### config.mk
export PLATFORM = sky130hd
export DESIGN_NAME = regs_wb_arbiter
export DESIGN_NICKNAME = d
export VERILOG_FILES = /design/src/rtl/regs_wb_arbiter_pkg.sv /design/src/rtl/regs_wb_arbiter_rr_pick.sv /design/src/rtl/regs_wb_arbiter.sv
export SDC_FILE = /design/constraint.sdc
export NUM_CORES = 1
export LEC_CHECK = 0
export CORE_AREA = 3 3 103 105
export DETAILED_ROUTE_END_ITERATION = 6
export DIE_AREA = 0 0 106 108
export PLACE_DENSITY = 0.75
export SLEW_MARGIN = 40
export SYNTH_ARGS = -nofsm -noshare
export SYNTH_HDL_FRONTEND = slang
export SYNTH_HIERARCHICAL = 1
export SYNTH_SLANG_ARGS = --single-unit
### constraint.sdc
create_clock -name clk -period 2.69 [get_ports clk]
set_input_delay 0.538 -clock clk [delete_from_list [all_inputs] [get_ports clk]]
set_output_delay 0.538 -clock clk [all_outputs]
set_load 0.03 [all_outputs]
### src/rtl/regs_wb_arbiter_pkg.sv
// Shared definitions for the register-file write arbiter.
//   state_e   : controller states (arbitration / sequenced clear)
//   NREQ      : number of write requesters
//   LAST_REG  : highest register index zeroed by a software clear
//   ptr_after : round-robin pointer value following a one-hot grant
package regs_wb_arbiter_pkg;

  typedef enum logic {
    ST_ARB   = 1'b0,
    ST_CLEAR = 1'b1
  } state_e;

  localparam int NREQ     = 3;
  localparam int LAST_REG = 31;

  // Next requester to get first look after a grant: (i+1) mod 3.
  function automatic logic [1:0] ptr_after(input logic [NREQ-1:0] grant);
    if (grant[0]) begin
      return 2'd1;
    end else if (grant[1]) begin
      return 2'd2;
    end else begin
      return 2'd0;
    end
  endfunction

endpackage

### src/rtl/regs_wb_arbiter_rr_pick.sv
// Combinational 3-way round-robin selector.
//   elig_i  : eligible requester mask
//   ptr_i   : requester index that gets first look
//   grant_o : one-hot grant (all zero when nothing is eligible)
module rr_pick
  import regs_wb_arbiter_pkg::*;
(
  input  logic [NREQ-1:0] elig_i,
  input  logic [1:0]      ptr_i,
  output logic [NREQ-1:0] grant_o
);

  logic [2:0] slot;
  logic       found;

  always_comb begin
    grant_o = '0;
    found   = 1'b0;
    slot    = '0;
    // Walk the requesters starting at ptr, wrapping modulo 3.
    for (int k = 0; k < NREQ; k++) begin
      slot = {1'b0, ptr_i} + 3'(k);
      if (slot >= 3'd3) begin
        slot = slot - 3'd3;
      end
      if (!found && elig_i[slot[1:0]]) begin
        grant_o[slot[1:0]] = 1'b1;
        found              = 1'b1;
      end
    end
  end

endmodule

### src/rtl/regs_wb_arbiter.sv
// Register-file write-port arbiter with a sequenced software clear.
//   clk, rst          : clock, asynchronous active-high reset
//   req, addrN, dataN : write requests 0 (ALU), 1 (load), 2 (debug/IO)
//   ack               : one-cycle grant pulse per requester
//   freeze            : stalls grants and clear steps
//   clr_start         : start zeroing registers 1..31
//   clr_busy/clr_done : clear in progress / one-cycle completion pulse
//   L_S, Wt_addr/data : registered register-file write port
module regs_wb_arbiter
  import regs_wb_arbiter_pkg::*;
#(
  parameter int DW = 32,
  parameter int AW = 5
) (
  input  logic            clk,
  input  logic            rst,
  input  logic [2:0]      req,
  input  logic [AW-1:0]   addr0,
  input  logic [AW-1:0]   addr1,
  input  logic [AW-1:0]   addr2,
  input  logic [DW-1:0]   data0,
  input  logic [DW-1:0]   data1,
  input  logic [DW-1:0]   data2,
  output logic [2:0]      ack,
  input  logic            freeze,
  input  logic            clr_start,
  output logic            clr_busy,
  output logic            clr_done,
  output logic            L_S,
  output logic [AW-1:0]   Wt_addr,
  output logic [DW-1:0]   Wt_data
);

  state_e            state_q;
  logic [1:0]        ptr_q;
  logic [AW-1:0]     cnt_q;
  logic [NREQ-1:0]   ack_q;
  logic              busy_q;
  logic              done_q;
  logic              ls_q;
  logic [AW-1:0]     waddr_q;
  logic [DW-1:0]     wdata_q;

  logic [NREQ-1:0]   elig_d;
  logic [NREQ-1:0]   grant_d;
  logic [AW-1:0]     sel_addr_d;
  logic [DW-1:0]     sel_data_d;
  logic              last_write_d;

  // A requester being acked this cycle has not yet dropped its request.
  assign elig_d = req & ~ack_q;

  rr_pick u_pick (
    .elig_i  (elig_d),
    .ptr_i   (ptr_q),
    .grant_o (grant_d)
  );

  always_comb begin
    sel_addr_d = addr0;
    sel_data_d = data0;
    if (grant_d[1]) begin
      sel_addr_d = addr1;
      sel_data_d = data1;
    end else if (grant_d[2]) begin
      sel_addr_d = addr2;
      sel_data_d = data2;
    end
  end

  // The write to the last register is on the port right now.
  assign last_write_d = busy_q && ls_q && (waddr_q == AW'(LAST_REG));

  always_ff @(posedge clk or posedge rst) begin
    if (rst) begin
      state_q <= ST_ARB;
      ptr_q   <= 2'd0;
      cnt_q   <= AW'(1);
      ack_q   <= '0;
      busy_q  <= 1'b0;
      done_q  <= 1'b0;
      ls_q    <= 1'b0;
      waddr_q <= '0;
      wdata_q <= '0;
    end else begin
      ack_q  <= '0;
      ls_q   <= 1'b0;
      done_q <= 1'b0;
      case (state_q)
        ST_ARB: begin
          if (!freeze) begin
            if (clr_start) begin
              // The first zeroing write goes out together with clr_busy,
              // so the busy window covers exactly the 31 write cycles.
              state_q <= ST_CLEAR;
              busy_q  <= 1'b1;
              ls_q    <= 1'b1;
              waddr_q <= cnt_q;
              wdata_q <= '0;
              cnt_q   <= cnt_q + AW'(1);
            end else if (|grant_d) begin
              ack_q   <= grant_d;
              ls_q    <= (sel_addr_d != '0);
              waddr_q <= sel_addr_d;
              wdata_q <= sel_data_d;
              ptr_q   <= ptr_after(grant_d);
            end
          end
        end
        ST_CLEAR: begin
          if (last_write_d) begin
            state_q <= ST_ARB;
            busy_q  <= 1'b0;
            done_q  <= 1'b1;
          end else if (!freeze) begin
            ls_q    <= 1'b1;
            waddr_q <= cnt_q;
            wdata_q <= '0;
            cnt_q   <= (cnt_q == AW'(LAST_REG)) ? AW'(1) : cnt_q + AW'(1);
          end
        end
        default: state_q <= ST_ARB;
      endcase
    end
  end

  assign ack      = ack_q;
  assign clr_busy = busy_q;
  assign clr_done = done_q;
  assign L_S      = ls_q;
  assign Wt_addr  = waddr_q;
  assign Wt_data  = wdata_q;

endmodule
After elaboration in Yosys (flattened, before gate mapping)

Cells that the tools add are included.

Register bits: 51
Input bits: 118
Output and inout port bits: 43

Equality and inequality tests: 8
Add/subtract/negate cells: 6
Muxes and demuxes: 64
Bitwise operators: 7
Reductions and logical operators: 15
Order comparisons: 9

Operators by type and width:

| kind                                                                                 | number |
|---|---|
| 32-bit 2-to-1 mux                                                                    | 7 |
| 32-bit case mux with 2 select lines                                                  | 1 |
| 5-bit 2-to-1 mux                                                                     | 12 |
| 1-bit 2-to-1 mux                                                                     | 21 |
| 3-bit 2-to-1 mux                                                                     | 7 |
| 5-bit case mux with 2 select lines                                                   | 2 |
| 4-bit AND reduction                                                                  | 3 |
| 5-bit equality test (second input constant)                                          | 2 |
| 2-bit 2-to-1 mux                                                                     | 5 |
| 2-bit by 3-bit < comparator with 1-bit output (second input constant)                | 3 |
| 2-bit inequality test (second input constant)                                        | 4 |
| 1-bit logical AND                                                                    | 7 |
| 1-bit binary-select mux with 2-bit select                                            | 3 |
| 1-bit demux with 2-bit select                                                        | 3 |
| 2-bit by 1-bit greater-or-equal comparator with 1-bit output (second input constant) | 3 |
| 3-bit by 2-bit greater-or-equal comparator with 1-bit output (second input constant) | 2 |
| 3-bit bitwise OR                                                                     | 2 |
| 1-bit case mux with 2 select lines                                                   | 3 |
| 2-bit subtractor (second input constant)                                             | 3 |
| 5-bit by 1-bit adder with 5-bit output (second input constant)                       | 1 |
| 5-bit nonzero test                                                                   | 1 |
| 2-bit by 1-bit adder with 3-bit output (second input constant)                       | 1 |
| 2-bit by 2-bit adder with 3-bit output (second input constant)                       | 1 |
| 3-bit bitwise AND                                                                    | 1 |
| 8 further kinds                                                                      | 11 |

Depth between registers and ports, before layout

Depth after elaboration: 18
Gate-level depth with buffers: 14
Gate-level depth less buffers: 10

Hierarchy

Netlist, hierarchy kept.

By module, submodules not included:

| module          | seq. area each (µm²) | cells each | area an instance (µm²) | instances |
|---|---|---|---|---|
| regs_wb_arbiter | 1277.5               | 321        | 3139.3                 | 1 |
| rr_pick         | 0.0                  | 34         | 260.2                  | 1 |

Worst setup path before layout

OpenSTA, ideal clock, no wires.

Path type: input to register
Start: input req[1]
End: register wdata_q[10] (netlist: Wt_data[10])
Stages on the path: 11
Path slack: 0.053 ns
Arrival: 2.512 ns
Path through: nor2b_1 inv_1 a221o_1 o22ai_1 a22o_1 buf_6 buf_6 mux2_2 nand2_1 a21oi_1 mux2_4

Longest elaborated chain between the ends: 16
Elaborated cells between the ends (all ways): 27

RTL lines:

| item                                      | RTL line                      | RTL |
|---|---|---|
| start: declaration                        | regs_wb_arbiter.sv:17         | `input logic [2:0] req,` |
| 3-bit bitwise AND *                       | regs_wb_arbiter.sv:51         | `assign elig_d = req & ~ack_q;` |
| 1-bit binary-select mux with 2-bit select | regs_wb_arbiter_rr_pick.sv:26 | `if (!found && elig_i[slot[1:0]]) begin` |
| 1-bit 2-to-1 mux (implied by the code)    | regs_wb_arbiter_rr_pick.sv:26 |  |
| 1-bit 2-to-1 mux                          | regs_wb_arbiter_rr_pick.sv:26 |  |
| 1-bit logical NOT                         | regs_wb_arbiter_rr_pick.sv:26 |  |
| 1-bit logical AND                         | regs_wb_arbiter_rr_pick.sv:26 |  |
| 1-bit 2-to-1 mux                          | regs_wb_arbiter_rr_pick.sv:26 |  |
| 1-bit logical NOT                         | regs_wb_arbiter_rr_pick.sv:26 |  |
| 1-bit logical AND                         | regs_wb_arbiter_rr_pick.sv:26 |  |
| 3-bit 2-to-1 mux *                        | regs_wb_arbiter_rr_pick.sv:26 |  |
| via grant_d[2]                            | regs_wb_arbiter.sv:45         | `logic [NREQ-1:0] grant_d;` |
| 32-bit 2-to-1 mux                         | regs_wb_arbiter.sv:65         | `end else if (grant_d[2]) begin` |
| 32-bit 2-to-1 mux                         | regs_wb_arbiter.sv:62         | `if (grant_d[1]) begin` |
| 32-bit 2-to-1 mux                         | regs_wb_arbiter.sv:101        | `end else if (\|grant_d) begin` |
| 32-bit 2-to-1 mux                         | regs_wb_arbiter.sv:92         | `if (clr_start) begin` |
| 32-bit 2-to-1 mux                         | regs_wb_arbiter.sv:91         | `if (!freeze) begin` |
| 32-bit case mux with 2 select lines       | regs_wb_arbiter.sv:89         | `case (state_q)` |
| end signal: assignment                    | regs_wb_arbiter.sv:105        | `wdata_q <= sel_data_d;` |
| end: declaration                          | regs_wb_arbiter.sv:42         | `logic [DW-1:0] wdata_q;` |

The timed path passes the listed nets; every way through them passes the cells marked *. The select of a mux whose other input is x is not followed.
A chain may end at the register's enable or synchronous reset.

Worst setup path in the final report

Start: register ptr_q[1]
End: register waddr_q[4] (netlist: Wt_addr[4])

Longest elaborated chain between the ends: 17
Elaborated cells between the ends (all ways): 52

RTL lines:

| item                                                                                        | RTL line                      | RTL |
|---|---|---|
| start: declaration                                                                          | regs_wb_arbiter.sv:35         | `logic [1:0] ptr_q;` |
| start signal: assignment                                                                    | regs_wb_arbiter.sv:106        | `ptr_q <= ptr_after(grant_d);` |
| 2-bit by 1-bit adder with 3-bit output (tied with other cells)                              | regs_wb_arbiter_rr_pick.sv:22 | `slot = {1'b0, ptr_i} + 3'(k);` |
| 3-bit by 2-bit greater-or-equal comparator with 1-bit output (tied with other cells)        | regs_wb_arbiter_rr_pick.sv:23 | `if (slot >= 3'd3) begin` |
| 2-bit 2-to-1 mux (tied with other cells)                                                    | regs_wb_arbiter_rr_pick.sv:23 |  |
| 2-bit by 3-bit < comparator with 1-bit output (implied by the code) (tied with other cells) | regs_wb_arbiter_rr_pick.sv:27 | `grant_o[slot[1:0]] = 1'b1;` |
| 1-bit logical AND (implied by the code) (tied with other cells)                             | regs_wb_arbiter_rr_pick.sv:27 |  |
| 1-bit 2-to-1 mux (implied by the code) (tied with other cells)                              | regs_wb_arbiter_rr_pick.sv:27 |  |
| 1-bit demux with 2-bit select (tied with other cells)                                       | -                             |  |
| 3-bit bitwise OR (no source line) / 1-bit 2-to-1 mux (equally long branches)                | -                             |  |
| [... 2 more ...]                                                                            | -                             |  |
| 3-bit 2-to-1 mux *                                                                          | regs_wb_arbiter_rr_pick.sv:26 |  |
| via grant_d[2]                                                                              | regs_wb_arbiter.sv:45         |  |
| 5-bit 2-to-1 mux                                                                            | regs_wb_arbiter.sv:65         |  |
| 5-bit 2-to-1 mux                                                                            | regs_wb_arbiter.sv:62         |  |
| 5-bit 2-to-1 mux                                                                            | regs_wb_arbiter.sv:101        |  |
| 5-bit 2-to-1 mux                                                                            | regs_wb_arbiter.sv:92         |  |
| 5-bit 2-to-1 mux                                                                            | regs_wb_arbiter.sv:91         |  |
| 5-bit case mux with 2 select lines                                                          | regs_wb_arbiter.sv:89         |  |
| end signal: assignment                                                                      | regs_wb_arbiter.sv:98         | `waddr_q <= cnt_q;` |
| end signal: assignment                                                                      | regs_wb_arbiter.sv:104        | `waddr_q <= sel_addr_d;` |
| end signal: assignment                                                                      | regs_wb_arbiter.sv:117        | `waddr_q <= cnt_q;` |
| end: declaration                                                                            | regs_wb_arbiter.sv:41         | `logic [AW-1:0] waddr_q;` |

Marks and branches as above.

==> impl_metrics.csv <==
group,metric,value,unit
sta,drv_slew,0,
yosys,ys_seq_area_share,37.6,%
detailed_routing,drtIter0Drc,129,
cells_and_area,diodes,0,
detailed_routing,vias,3283,
cells_and_area,final_cell_mix,"clkdlybuf4s50_1 (157), nand2_1 (77), dfrtp_1 (50), mux2_2 (44), buf_4 (32)",
yosys,synth_ff_type,"dfrtp_1",
clocking,cts_buffer_depth,2,
critical_path,critPathRequiredTime,2890,ps
critical_path,critPathKind,"reg2reg",
cells_and_area,syn2layout_area_growth,69.7,%
floorplanning,dieArea,11400,um2
floorplanning,rows,36,
sta,layout_min_cycle_time,2660,ps
sta,hold_viol_final,0,
clocking,cts_hold_buf,0,
clocking,cts_tree,"yes",
sta,fmax,376,MHz
sta,period_share,98.9,%
grt,grt_usage,18.0,%
floorplanning,initial_core_util,34.9,%
grt,grt_remaining_overflow,0,
yosys,syn_nets,479,
critical_path,cp_num_buf_inv,1,
detailed_routing,ant_nets,0,
clocking,cts_buffers,5,
critical_path,end_kind,"flip-flop",
power_and_ir_drop,p_leak,0.00252,uW
detailed_routing,avgViaCountPerCell,4.85,
floorplanning,die_w,106,um
power_and_ir_drop,ir_drop,0.281,mV
critical_path,cp-start-kind,"flip-flop",
grt,antenna_found_initial,0,
sta,hold_slack,462,ps
floorplanning,core-area,9730,um2
sta,setup_ws,30.7,ps
cells_and_area,layout-drive-gt1-share,26.5,%
detailed_routing,dr.pass1.iters,4,
clocking,cts_sinks,51,
critical_path,cp_cell_sequence,"ha_4 -> a22oi_2 -> o22ai_4 -> o31ai_4 -> a22o_4 -> buf_12 -> mux2i_2 -> o21ai_2 -> mux2_4 -> mux2_4",
critical_path,cpMostUsedCell,"mux2_4",
critical_path,crit_family,"compound AO/OA/AOI/OAI gates",
cells_and_area,fill_cells,846,
critical_path,cp_max_fo,6,
floorplanning,dieHeight,108,um
sta,setup-violations-final,0,
yosys,syn_inst,355,
grt,grt_max_degree,26,
critical_path,worst_ep_arrival_time,2860,ps
power_and_ir_drop,power_density,496,nW/um2
sta,rsz0062_at_grt,"yes",
yosys,synth_cell_types,46,
grt,grt_pass1_vias,3365,
yosys,ys_ff_latch,51,
yosys,yosys_warnings,6,
clocking,cts_root_buf,"clkbuf_8",
min_path,hold_class,"in2async",
placement,pre_cts_ws,-631,ps
cells_and_area,final_common_cell,"clkdlybuf4s50_1",
sta,tightest_slew,353,ps
floorplanning,ios,161,
placement,gp_congestion,0.927,
clocking,htree_num_levels,2,
clocking,clkLatencyLatePin,310,ps
yosys,synth_edf_count,0,
cells_and_area,fin_nets,667,
run,max-cap-violations,0,
detailed_routing,wire_per_inst,15.8,um
detailed_routing,wirelength,10.7,mm
grt,grt_pass1_wl,16.7,mm
cells_and_area,regArea,1280,um2
placement,io_buffer_count,160,
critical_path,max_stage_delay,450,ps
sta,max_slew_margin,76.4,%
yosys,async_reset_ff_share,100,%
critical_path,critPathSlowestCell,"dfrtp_1",
yosys,netlist_area,3400,um2
yosys,avgSynthCellArea,9.58,um2
clocking,clkTransAtPathRegs,100,ps
cells_and_area,multiInputGateArea,2080,um2
sta,fin_skew,4.54,ps
placement,dp_hpwl,8.09,mm
detailed_routing,route.detailed.drc,0,
run_status,outcome,"finished clean",
-- final timing paths --
| kind | cells past startpoint | to | slack, ps | start |
|---|---|---|---|---|
| min reg2reg | 1 | Wt_data[24]$_DFFE_PP0P_ | 510 | Wt_data[24]$_DFFE_PP0P_ |
| max | 10 | Wt_addr[4]$_DFFE_PP0P_ | 30 | ptr_q[1]$_DFFE_PP0P_ |
| max in group asynchronous | 3 | Wt_data[24]$_DFFE_PP0P_ | 1650 | rst |
| min | 2 | Wt_data[28]$_DFFE_PP0P_ | 460 | rst |
| min in group clk | 1 | Wt_data[24]$_DFFE_PP0P_ | 510 | Wt_data[24]$_DFFE_PP0P_ |
| max reg2reg | 10 | Wt_addr[4]$_DFFE_PP0P_ | 30 | ptr_q[1]$_DFFE_PP0P_ |
-- area by class of cell --
cell class              count  area share (%)
inverters                  22            1.50
repair buffers            203            35.0
multi-input cells         260            36.1
well taps                 133            2.89
clock inverters             3            1.17
flip-flops and latches     51            22.1
clock buffers               5            1.19
-- where the power goes --
group          total (uW)  internal (uW)  switching (uW)
Clock                 640            371             269
Combinational        1250            673             573
Sequential            978            870             108
Total                2860           1910             949
-- synthesized netlist by cell type, types with 2 or more instances --
cell type | instances | area share (%)
buf_6 | 7 | 2.3
nand2_1 | 77 | 8.5
buf_2 | 6 | 0.88
o21ai_0 | 22 | 3.2
nor3_1 | 3 | 0.44
inv_1 | 20 | 2.2
mux2i_1 | 29 | 8.5
clkbuf_1 | 7 | 0.77
and3_1 | 2 | 0.37
ha_1 | 6 | 2.2
a221o_1 | 2 | 0.59
mux2_4 | 8 | 3.5
a22o_1 | 2 | 0.52
nand2b_1 | 4 | 0.74
o22ai_1 | 3 | 0.55
mux2_2 | 46 | 15
a21oi_1 | 24 | 3.5
o31ai_1 | 2 | 0.44
dfrtp_1 | 50 | 37
nand3_1 | 3 | 0.44
nor2b_1 | 3 | 0.55
nor2_1 | 5 | 0.55
-- worst register-to-register path, cell delays in order (launching register included) --
cell and delay [ps]:
dfrtp_1 450, ha_4 290, a22oi_2 260, o22ai_4 130, o31ai_4 230, a22o_4 220, buf_12 130, mux2i_2 220
o21ai_2 80, mux2_4 260, mux2_4 270
-- through the flow --
stage	instance area, um2	power [uW]	instances	TNS (ps)	utilization, %
after floorplan	3400	1620	355	0	-
after global placement	5300	2080	658	-19300	54.5
after detailed placement	5300	2110	658	-21760	54.5
after CTS	5550	2790	670	-22.4	57.0
after global routing	5770	3030	677	-852	59.3
final	5770	2860	677	0	59.3
-- metal layers --
metal / vias to the layer above / track usage [%] / wire [um] / part of all wire [%]
li1: 1601 / - / - / -
met1: 1552 / 21.3 / 4300 / 40
met2: 120 / 32.7 / 5440 / 51
met3: 10 / 4.78 / 802 / 7.5
met4: 0 / 3.98 / 130 / 1.2
met5: - / 0 / 0 / 0
-- cells by family after synthesis --
family,count (synthesis),synth area share [%]
and+or+nand+nor,104,13.8
DFF,51,37.6
buffers and inverters,44,7.14
adders and majority gates,6,2.21
AOI/OAI and AO/OA,67,11.9
muxes,83,27.3
-- registers in the layout, indices dropped and copies added, names as in the netlist --
register  cells
clr_busy      1
clr_done      1
Wt_addr       5
ack           3
cnt_q         5
L_S           1
ptr_q         2
Wt_data      32
state_q       1
-- what timing repair did --
action / in CTS / in global routing
cloned: 0 / 2
pin swaps: 9 / 12
gates resized for setup: 22 / 32
endpoints found under the setup margin: 38 / 39
setup buffers: 5 / 5
Note: power is estimated with default switching activity, not from simulation.
